## src/rtl/seq_restoring_divider_if.sv

```systemverilog
// Operand/result handshake bundle for the sequential restoring divider.
// The divider uses the slave modport; the requester uses master.
interface seq_restoring_divider_if #(
  parameter int WIDTH = 8
);
  logic             in_valid;
  logic             in_ready;
  logic [WIDTH-1:0] dividend;
  logic [WIDTH-1:0] divisor;
  logic             out_valid;
  logic             out_ready;
  logic [WIDTH-1:0] quotient;
  logic [WIDTH-1:0] remainder;
  logic             div_by_zero;

  modport master (
    output in_valid, dividend, divisor, out_ready,
    input  in_ready, out_valid, quotient, remainder, div_by_zero
  );

  modport slave (
    input  in_valid, dividend, divisor, out_ready,
    output in_ready, out_valid, quotient, remainder, div_by_zero
  );
endinterface

```

## src/rtl/seq_restoring_divider.sv

```systemverilog
// Unsigned restoring divider, one quotient bit per clock, ready/valid on both sides.
// Fixed latency: operands accepted at edge N give out_valid after edge N+WIDTH+1.
module seq_restoring_divider #(
  parameter  int WIDTH = 8,
  localparam int CNT_W = $clog2(WIDTH+1)
) (
  input  logic                clk,
  input  logic                rst,
  seq_restoring_divider_if.slave bus
);

  localparam logic [1:0] IDLE = 2'd0;
  localparam logic [1:0] CALC = 2'd1;
  localparam logic [1:0] DONE = 2'd2;

  logic [1:0]       state;
  logic [CNT_W-1:0] cnt;
  logic [WIDTH-1:0] qreg;
  logic [WIDTH-1:0] dvs;
  logic [WIDTH-1:0] prem;
  logic             zero_pend;
  logic [WIDTH-1:0] q_res;
  logic [WIDTH-1:0] r_res;
  logic             z_res;

  logic [WIDTH:0]   shifted;
  logic [WIDTH:0]   trial;

  // The partial remainder stays below the divisor, so a restored value never
  // sets bit WIDTH; only the WIDTH+1-bit trial needs the extra sign bit.
  assign shifted = {prem, qreg[WIDTH-1]};
  assign trial   = shifted - {1'b0, dvs};

  always_ff @(posedge clk) begin
    if (rst) begin
      state     <= IDLE;
      cnt       <= '0;
      qreg      <= '0;
      dvs       <= '0;
      prem      <= '0;
      zero_pend <= 1'b0;
      q_res     <= '0;
      r_res     <= '0;
      z_res     <= 1'b0;
    end else begin
      case (state)
        IDLE: begin
          if (bus.in_valid) begin
            qreg      <= bus.dividend;
            dvs       <= bus.divisor;
            prem      <= '0;
            cnt       <= CNT_W'(WIDTH);
            zero_pend <= (bus.divisor == '0);
            state     <= CALC;
          end
        end
        CALC: begin
          if (cnt != '0) begin
            prem <= trial[WIDTH] ? shifted[WIDTH-1:0] : trial[WIDTH-1:0];
            qreg <= {qreg[WIDTH-2:0], ~trial[WIDTH]};
            cnt  <= cnt - 1'b1;
          end else begin
            // Results are registered separately so they survive the return to IDLE.
            q_res <= qreg;
            r_res <= prem;
            z_res <= zero_pend;
            state <= DONE;
          end
        end
        DONE: begin
          if (bus.out_ready) state <= IDLE;
        end
        default: state <= IDLE;
      endcase
    end
  end

  assign bus.in_ready    = (state == IDLE);
  assign bus.out_valid   = (state == DONE);
  assign bus.quotient    = q_res;
  assign bus.remainder   = r_res;
  assign bus.div_by_zero = z_res;

endmodule

```

## src/flat_wrapper.sv

```systemverilog
// flat-port wrapper written by rule: the top's interface ports become plain ports
module seq_restoring_divider_flat 
#(
  parameter  int WIDTH = 8,
  localparam int CNT_W = $clog2(WIDTH+1)
)
  (clk, rst, bus_in_valid, bus_dividend, bus_divisor, bus_out_ready, bus_in_ready, bus_out_valid, bus_quotient, bus_remainder, bus_div_by_zero);
  seq_restoring_divider_if #(.WIDTH(WIDTH)) bus_i ();
  input  logic clk;
  input  logic rst;
  input wire logic [$bits(bus_i.in_valid)-1:0] bus_in_valid;
  input wire logic [$bits(bus_i.dividend)-1:0] bus_dividend;
  input wire logic [$bits(bus_i.divisor)-1:0] bus_divisor;
  input wire logic [$bits(bus_i.out_ready)-1:0] bus_out_ready;
  output wire logic [$bits(bus_i.in_ready)-1:0] bus_in_ready;
  output wire logic [$bits(bus_i.out_valid)-1:0] bus_out_valid;
  output wire logic [$bits(bus_i.quotient)-1:0] bus_quotient;
  output wire logic [$bits(bus_i.remainder)-1:0] bus_remainder;
  output wire logic [$bits(bus_i.div_by_zero)-1:0] bus_div_by_zero;
  assign bus_i.in_valid = bus_in_valid;
  assign bus_i.dividend = bus_dividend;
  assign bus_i.divisor = bus_divisor;
  assign bus_i.out_ready = bus_out_ready;
  assign bus_in_ready = bus_i.in_ready;
  assign bus_out_valid = bus_i.out_valid;
  assign bus_quotient = bus_i.quotient;
  assign bus_remainder = bus_i.remainder;
  assign bus_div_by_zero = bus_i.div_by_zero;
  seq_restoring_divider #(.WIDTH(WIDTH)) u_core (.clk(clk), .rst(rst), .bus(bus_i));
endmodule
```

## config.mk

```make
export PLATFORM = sky130hd
export DESIGN_NAME = seq_restoring_divider_flat
export DESIGN_NICKNAME = d
export VERILOG_FILES = /design/src/rtl/seq_restoring_divider_if.sv /design/src/rtl/seq_restoring_divider.sv /design/src/flat_wrapper.sv
export SDC_FILE = /design/constraint.sdc
export NUM_CORES = 1
export LEC_CHECK = 0
export ABC_CLOCK_PERIOD_IN_PS = 2940
export CAP_MARGIN = 20
export CORE_ASPECT_RATIO = 1.5
export CORE_UTILIZATION = 50
export CTS_CLUSTER_DIAMETER = 50
export CTS_CLUSTER_SIZE = 28
export DETAILED_ROUTE_END_ITERATION = 16
export HOLD_SLACK_MARGIN = 0.08
export PLACE_DENSITY = 0.76
export SLEW_MARGIN = 5
export SYNTH_ARGS = -nofsm -noshare
export SYNTH_HDL_FRONTEND = slang
export SYNTH_SLANG_ARGS = --single-unit
```

## constraint.sdc

```tcl
create_clock -name clk -period 2.94 [get_ports clk]
set_clock_uncertainty 0.05 [all_clocks]
set_input_delay 0.735 -clock clk [delete_from_list [all_inputs] [get_ports clk]]
set_output_delay 0.735 -clock clk [all_outputs]
set_load 0.01 [all_outputs]
```

Yosys cells after proc, flatten, opt, wreduce, memory -nomap -nowiden
Index checks and enable logic that the tools add are counted.

cells by class
  $add $sub $neg = 2
  multipliers = 0
  divide/modulo/power cells = 0
  $lt $le $gt $ge = 0
  equality and inequality tests = 6
  shifts and indexed selects = 0
  muxes and demuxes = 14
  bitwise gates (word level) = 2
  reduce and logical (&&, ||, !) cells = 8

operators by type and width
  kind                                               number
  two-way mux 8 bit                                  5
  case mux 8 bit (2 select lines)                    2
  subtractor 9 x 8 -> 9 bit                          1
  zero test 8 bit                                    1
  two-way mux 4 bit                                  2
  case mux 4 bit (2 select lines)                    1
  two-way mux 2 bit                                  3
  != test 2 bit (second input constant)              3
  case mux 2 bit (3 select lines)                    1
  AND reduction 3 bit                                2
  AND reduction 2 bit                                2
  nonzero test 4 bit                                 1
  subtractor 4 x 1 -> 4 bit (second input constant)  1
  == test 2 x 1 -> 1 bit (second input constant)     1
  == test 2 bit (second input constant)              1
  zero test 2 bit                                    1
  != test 2 x 1 -> 1 bit (second input constant)     1
  inverter 1 bit                                     2
  nonzero test 2 bit                                 1

storage, ports and cells
  register bits = 48
  bits in latches = 0
  memory bits (writable) = 0
  ROM bits = 0
  bits of input ports = 20
  output and inout bits = 19
  word-level logic and storage cells = 41
  memories = 0

Depth between registers and ports, before layout
Gate-level depths: netlist (run 1).

  depth after elaboration = 4
  mapped depth = 9
  depth with buffers taken out = 9

Worst setup path after synthesis (run 1)
OpenSTA, ideal clock, no wires.

  path kind = reg-to-reg
  start point = register u_core.qreg[7]
  end point = register u_core.prem[4]
  library setup time = 123 ps
  arrival time = 2177 ps
  data required time = 2767 ps
  slack = 590 ps
  cell stages (with the launch flop) = 10
  path buffers = 0
  period minus slack after synthesis = 2350 ps
  cell sequence = dfxtp_1 > inv_1 > ha_1 > fa_1 > nand2b_1 > a211oi_2 > mux2i_1 > nor2_4 > nor4_1 > a311o_2

on the way
  word-level cells in the longest chain between the ends = 4

ends and longest elaborated chain
  element                          RTL line                     source
  start: declaration               seq_restoring_divider.sv:18  logic [WIDTH-1:0] qreg;
  start signal: assignment         seq_restoring_divider.sv:49  qreg <= bus.dividend;
  start signal: assignment         seq_restoring_divider.sv:60  qreg <= {qreg[WIDTH-2:0], ~trial[WIDTH]};
  subtractor 9 x 8 -> 9 bit        seq_restoring_divider.sv:32  assign trial = shifted - {1'b0, dvs};
  two-way mux 8 bit                seq_restoring_divider.sv:59  prem <= trial[WIDTH] ? shifted[WIDTH-1:0] : trial[WIDTH-1:0];
  two-way mux 8 bit                seq_restoring_divider.sv:58  if (cnt != '0) begin
  case mux 8 bit (2 select lines)  seq_restoring_divider.sv:46  case (state)
  end signal: assignment           seq_restoring_divider.sv:59
  end: declaration                 seq_restoring_divider.sv:20  logic [WIDTH-1:0] prem;

No other way between the ends. The select of a mux whose other input is x is not followed.
A chain may end at the register's enable or synchronous reset.

Worst setup path after layout (run 1)
Ends and elaborated chain as after synthesis.

==> results.md, run 1 <==
* CP Cell Sequence: inv_1 -> ha_1 -> fa_1 -> nand2b_1 -> a211oi_2 -> mux2i_1 -> nor2_4 -> nor4_1 -> a311o_2
* Overall power at 1.67 mW
* Total global routing overflow at 0
* Num CTS Buffers at 5
* Flops & latches, synth at 48
* Setup bufs post-CTS at 0
* Via count at 1,984
* # rows at 29
* CP endpoint kind: flip-flop
* Layout net count at 336
* DR vias/cell at 5.62
* Post_cts resized at 0
* DRT antenna net count at 0
* Initial drt markers at 55
* Initial Utilization at 52.8%
* Reg-to-Reg Start: u_core.qreg[7]
* CP max FO at 10
* Top cell type's share of synthesized area at 42.9%
* CTS tree: built
* EDFF count, synth at 0
* First-pass GRT wire length at 8.57 mm
* WL per Instance at 13.9 µm
* Hold buffer count at cts at 0
* Clk buf depth at 2
* Post-route core utilization at 65.0%
* Pleak at 1.03 nW
* Actual transition at the worst max-transition pin at 0.747 ns
* Period Utilization, post-route at 86.1%
* Core area at 4250 µm²
* DP HPWL at 3.60 mm
* Die height at 84.0 µm
* Max Freq at 0.395 GHz
* Synth cell types at 44
* Final Max Slew Viols at 0
* Largest net degree at the start of global routing at 29
* Routability Congestion at 0.859
* Drt pass-1 iters at 4
* Final wirelength at 4.92 mm
* Area growth, synth to finish at 23.1%
* Clock sink count at 48
* WHS at 0.405 ns
* Ys Warns at 0
* IO Count at 39
* H-tree depth at 2
* Synth area leaders: dfxtp_1, nand2_1, a21oi_1, ha_1, nor2_1
* Synthesized Nets at 301
* Clk root buf: clkbuf_8
* Synth Instances at 271
* DRC at 0
* Crit. Startpoint: u_core.qreg[7]
* Worst Path Arrival at 2.67 ns
* RSZ-0062 raised after global routing: no
* Outcome: complete, no violations
* FILL cells at 388
* Most frequent cell after synthesis: nand2_1
* VDD IR max at 0.532 mV
* Buffers on Ports at 38
* Clock Latency Late Sink at 0.30 ns
* Initial antenna violation count at 0
* Final setup viols at 0
* Antenna diodes at 0
* CP peak stage delay at 0.39 ns
* CP max-delay cell: fa_1
* Slew HR at 50.2%
* Leading cell types by count after synthesis: nand2_1, dfxtp_1, a21oi_1
* Synth Area per Inst at 8.26 µm²
* Synthesized area at 2240 µm²
* Worst setup path class: flip-flop to flip-flop
* Dominant cell type by area after synthesis: dfxtp_1
* Global Route Usage Sum at 22.8%
* Tmin final at 2.53 ns
* Layout cell share with drive strength beyond 1 at 6.19%
* Sequential fraction of the synthesis area at 42.9%
* Chip Width at 56.6 µm
* Max_cap viols at 0
* Worst setup SP type: flip-flop
* Total negative slack at 0 ns
* Final Hold Vio Count at 0
* Power per cell area at 606 nW/µm²
* CTS clock-pin slew for the worst setup and hold paths at 0.08 ns
* Vias in the first global route at 1,960
* Hold Crit Start: u_core.bus.remainder[2]
* Die Area at 4760 µm²
* Synth async-reset ratio at 0%
* Most used DFF post-synth: dfxtp_1
* Worst min path class: flip-flop to flip-flop
* Data required, critical path at 3.08 ns
[state kept, by name, indices dropped and copies added, names as in the netlist, 2 cells and up]
signal / count
u_core.qreg: 8
u_core.prem: 8
u_core.state: 2
u_core.dvs: 8
u_core.bus.remainder: 8
u_core.bus.quotient: 8
u_core.cnt: 4
[cell families after synthesis]
logic type	after synthesis	synth area share (%)
AOI/OAI and AO/OA	67	19.3
xor gates and xnor gates	5	1.96
adders and majority gates	10	5.92
buffers and inverters	26	4.58
DFF	48	42.9
muxes	8	4.02
and+or+nand+nor	107	21.3
[layer usage]
layer / GRT usage (%) / wire length [µm] / vias up
met1: 25.7 / 2160 / 922
met5: 0 / 0 / -
met3: 3.57 / 132 / 11
li1: - / - / 1009
met2: 40.1 / 2490 / 42
met4: 12.2 / 135 / 0
[area by class of cell]
type | instances | area, µm² | area share [%]
multi-input cells | 197 | 1180 | 42.6
well taps | 46 | 57.6 | 2.09
flip-flops and latches | 48 | 961 | 34.8
inverters | 12 | 45.0 | 1.63
repair buffers | 42 | 410 | 14.9
clock buffers | 6 | 72.6 | 2.63
clock inverters | 2 | 35.0 | 1.27
[power breakdown]
part           internal [mW]  leakage (nW)  switching, mW  total (mW)
combinational          0.204         0.581          0.266       0.470
sequential             0.694         0.390         0.0328       0.727
clock                  0.253        0.0552          0.221       0.474
total                   1.15          1.03          0.520        1.67
[cell usage in the layout (no fill, tap or decap), drive strengths merged, types with 3 or more instances in the layout]
| master | n |
|---|---|
| nor2 | 18 |
| xor2 | 3 |
| inv | 12 |
| buf | 4 |
| nand2b | 9 |
| clkdlybuf4s50 | 38 |
| clkbuf | 6 |
| a21oi | 35 |
| mux2i | 6 |
| nor3 | 4 |
| dfxtp | 48 |
| ha | 9 |
| nor4 | 5 |
| nor2b | 4 |
| nand2 | 60 |
| a222oi | 6 |
| o21ai | 9 |
[path summary, 6_finish.rpt]
path / slack [ns] / end / depth (start not counted)
setup / recovery: 0.41 / u_core.prem[4] / 9
hold / removal: 0.41 / u_core.bus.remainder[2] / 2
setup reg to reg: 0.41 / u_core.prem[4] / 9
hold reg to reg: 0.41 / u_core.bus.remainder[2] / 2
[critical path, delay by kind of cell (launching register included)]
kind | cells | cell delay (ns)
AOI/OAI and AO/OA | 2 | 0.57
adders and majority gates | 2 | 0.59
buffers and inverters | 1 | 0.06
DFF | 1 | 0.36
muxes | 1 | 0.17
and+or+nand+nor | 3 | 0.62
[through the flow]
stage,setup slack [ns],area [µm²],instances
2_1_floorplan,0.590,2240,271
3_3_place_gp,0.506,2650,345
3_5_place_dp,0.415,2650,345
4_1_cts,0.405,2760,353
6_report,0.408,2760,353
5_1_grt,0.263,2760,353
Note: power is estimated with default switching activity, not from simulation.
==> run 2: changes to the inputs <==
==> constraint.sdc (replaced) <==
create_clock -name clk -period 2.94 [get_ports clk]
set_clock_uncertainty 0.05 [all_clocks]
set_input_delay 0.588 -clock clk [delete_from_list [all_inputs] [get_ports clk]]
set_output_delay 0.588 -clock clk [all_outputs]
set_load 0.01 [all_outputs]
==> results.md, run 2 (synthesized netlist as in run 1, its figures left out) <==
* Outcome: complete, no violations
* Final wirelength at 4.99 mm (+1.4%)
* Layout cell share with drive strength beyond 1 at 5.86% (-0.33 points)
* Via count at 1,968 (-0.81%)
* Initial drt markers at 72 (+31%)
* Overall power at 1.60 mW (-4.2%)
* Clk buf depth at 2 (unchanged)
* Vias in the first global route at 1,977 (+0.87%)
* Num CTS Buffers at 5 (unchanged)
* Global Route Usage Sum at 23.1% (+0.29 points)
* H-tree depth at 2 (unchanged)
* DRT antenna net count at 0 (unchanged)
* CTS clock-pin slew for the worst setup and hold paths at 0.08 ns (about the same)
* IO Count at 39 (unchanged)
* Setup WS pre-CTS at 0.389 ns (-0.0261 ns)
* WP buf/inv at 1 (unchanged)
* Antenna diodes at 0 (unchanged)
* Power per cell area at 584 nW/µm² (-3.6%)
* Worst min path class: flip-flop to flip-flop
* VDD IR max at 0.537 mV (+1.0%)
* Data required, critical path at 3.08 ns (about the same)
* Layout net count at 336 (unchanged)
* Actual transition at the worst max-transition pin at 0.740 ns (-0.00681 ns)
* CTS tree: built
* CP Cell Sequence: inv_1 -> ha_1 -> fa_1 -> nand2b_1 -> a211oi_2 -> mux2i_1 -> nor2_4 -> nor4_1 -> a311o_2
* Worst Path Arrival at 2.69 ns (+0.02 ns)
* RSZ-0062 raised after global routing: no
* Initial Utilization at 52.8% (unchanged)
* Most frequent cells in the layout: nand2_1, dfxtp_1, clkdlybuf4s50_1
* CP max-delay cell: fa_1
* Clock Latency Late Sink at 0.30 ns (about the same)
* DP HPWL at 3.72 mm (+3.4%)
* Slew HR at 50.6% (+0.45 points)
* R2r setup slk at 0.40 ns (about the same)
* Crit-path leading delay family: adder cells
* Period Utilization, post-route at 86.5% (+0.39 points)
* Final Hold Vio Count at 0 (unchanged)
* Commonest non-fill, non-tap cell in the layout: nand2_1
* Final Max Slew Viols at 0 (unchanged)
* WL per Instance at 14.1 µm (+1.4%)
* Clock sink count at 48 (unchanged)
* Worst setup SP type: flip-flop
* Setup bufs post-CTS at 0 (unchanged)
* Total global routing overflow at 0 (unchanged)
* Buffers on Ports at 38 (unchanged)
* CP peak stage delay at 0.39 ns (about the same)
* CP max FO at 10 (unchanged)
* Pleak at 1.02 nW (-0.94%)
* Initial antenna violation count at 0 (unchanged)
* Tmin final at 2.54 ns (+0.0116 ns)
* Core area at 4250 µm² (unchanged)
* Chip Width at 56.6 µm (unchanged)
* DR vias/cell at 5.58 (-0.81%)
* Hold buffer count at cts at 0 (unchanged)
* Final setup margin at 0.397 ns (-0.0116 ns)
* # rows at 29 (unchanged)
* CP endpoint kind: flip-flop
* Die Area at 4760 µm² (unchanged)
* DRC at 0 (unchanged)
* Worst setup path class: flip-flop to flip-flop
* Routability Congestion at 0.810 (-5.6%)
* Max_cap viols at 0 (unchanged)
* Die height at 84.0 µm (unchanged)
* Clk root buf: clkbuf_8
* Area growth, synth to finish at 22.3%
* First-pass GRT wire length at 8.71 mm (+1.6%)
* Post_cts resized at 0 (unchanged)
* Total negative slack at 0 ns (unchanged)
* Drt pass-1 iters at 4 (unchanged)
* Largest net degree at the start of global routing at 22 (-24%)
* Final setup viols at 0 (unchanged)
* Max Freq at 0.393 GHz (-0.46%)
run 2: power by group:
group	internal [mW]	switching [mW]	total, mW
combinational	0.204	0.265	0.470
sequential	0.694	0.0349	0.729
clock	0.192	0.210	0.402
run 2: stage by stage:
step | area (µm²) | cells | hold slack, ns | utilization, %
floorplan | 2240 | 271 | 0.382 | -
detailed placement | 2650 | 345 | 0.398 | 62.4
global placement | 2650 | 345 | 0.392 | 62.4
finish | 2740 | 353 | 0.406 | 64.5
global route | 2740 | 353 | 0.432 | 64.5
CTS | 2740 | 353 | 0.410 | 64.5
run 2: layout make-up:
cell class,count,area (µm²)
repair buffers,42,410
fillers,395,1510
multi-input cells,197,1180
well taps,46,57.6
clock buffers,8,90.1
inverters,12,45.0
flip-flops and latches,48,961
run 2: path summary, 6_finish.rpt:
path | end | cells past startpoint | start
setup / recovery | u_core.prem[4] | 9 | u_core.qreg[7]
hold reg to reg | u_core.bus.quotient[2] | 2 | u_core.bus.quotient[2]
setup reg to reg | u_core.prem[4] | 9 | u_core.qreg[7]
hold / removal | u_core.bus.quotient[2] | 2 | u_core.bus.quotient[2]
run 2: tightest hold or removal path, cell delays in order, from the launching register on:
cell     delay, ns
dfxtp_1       0.31
nand2_1       0.05
a21oi_1       0.05
run 2: routing by layer:
layer	wire [µm]	GRT usage [%]	part of all wire, %	vias up
li1	-	-	-	1003
met1	2050	25.3	41	918
met2	2660	42.5	53	39
met3	177	4.34	3.5	8
met4	101	9.31	2.0	0
met5	0	0	0	-
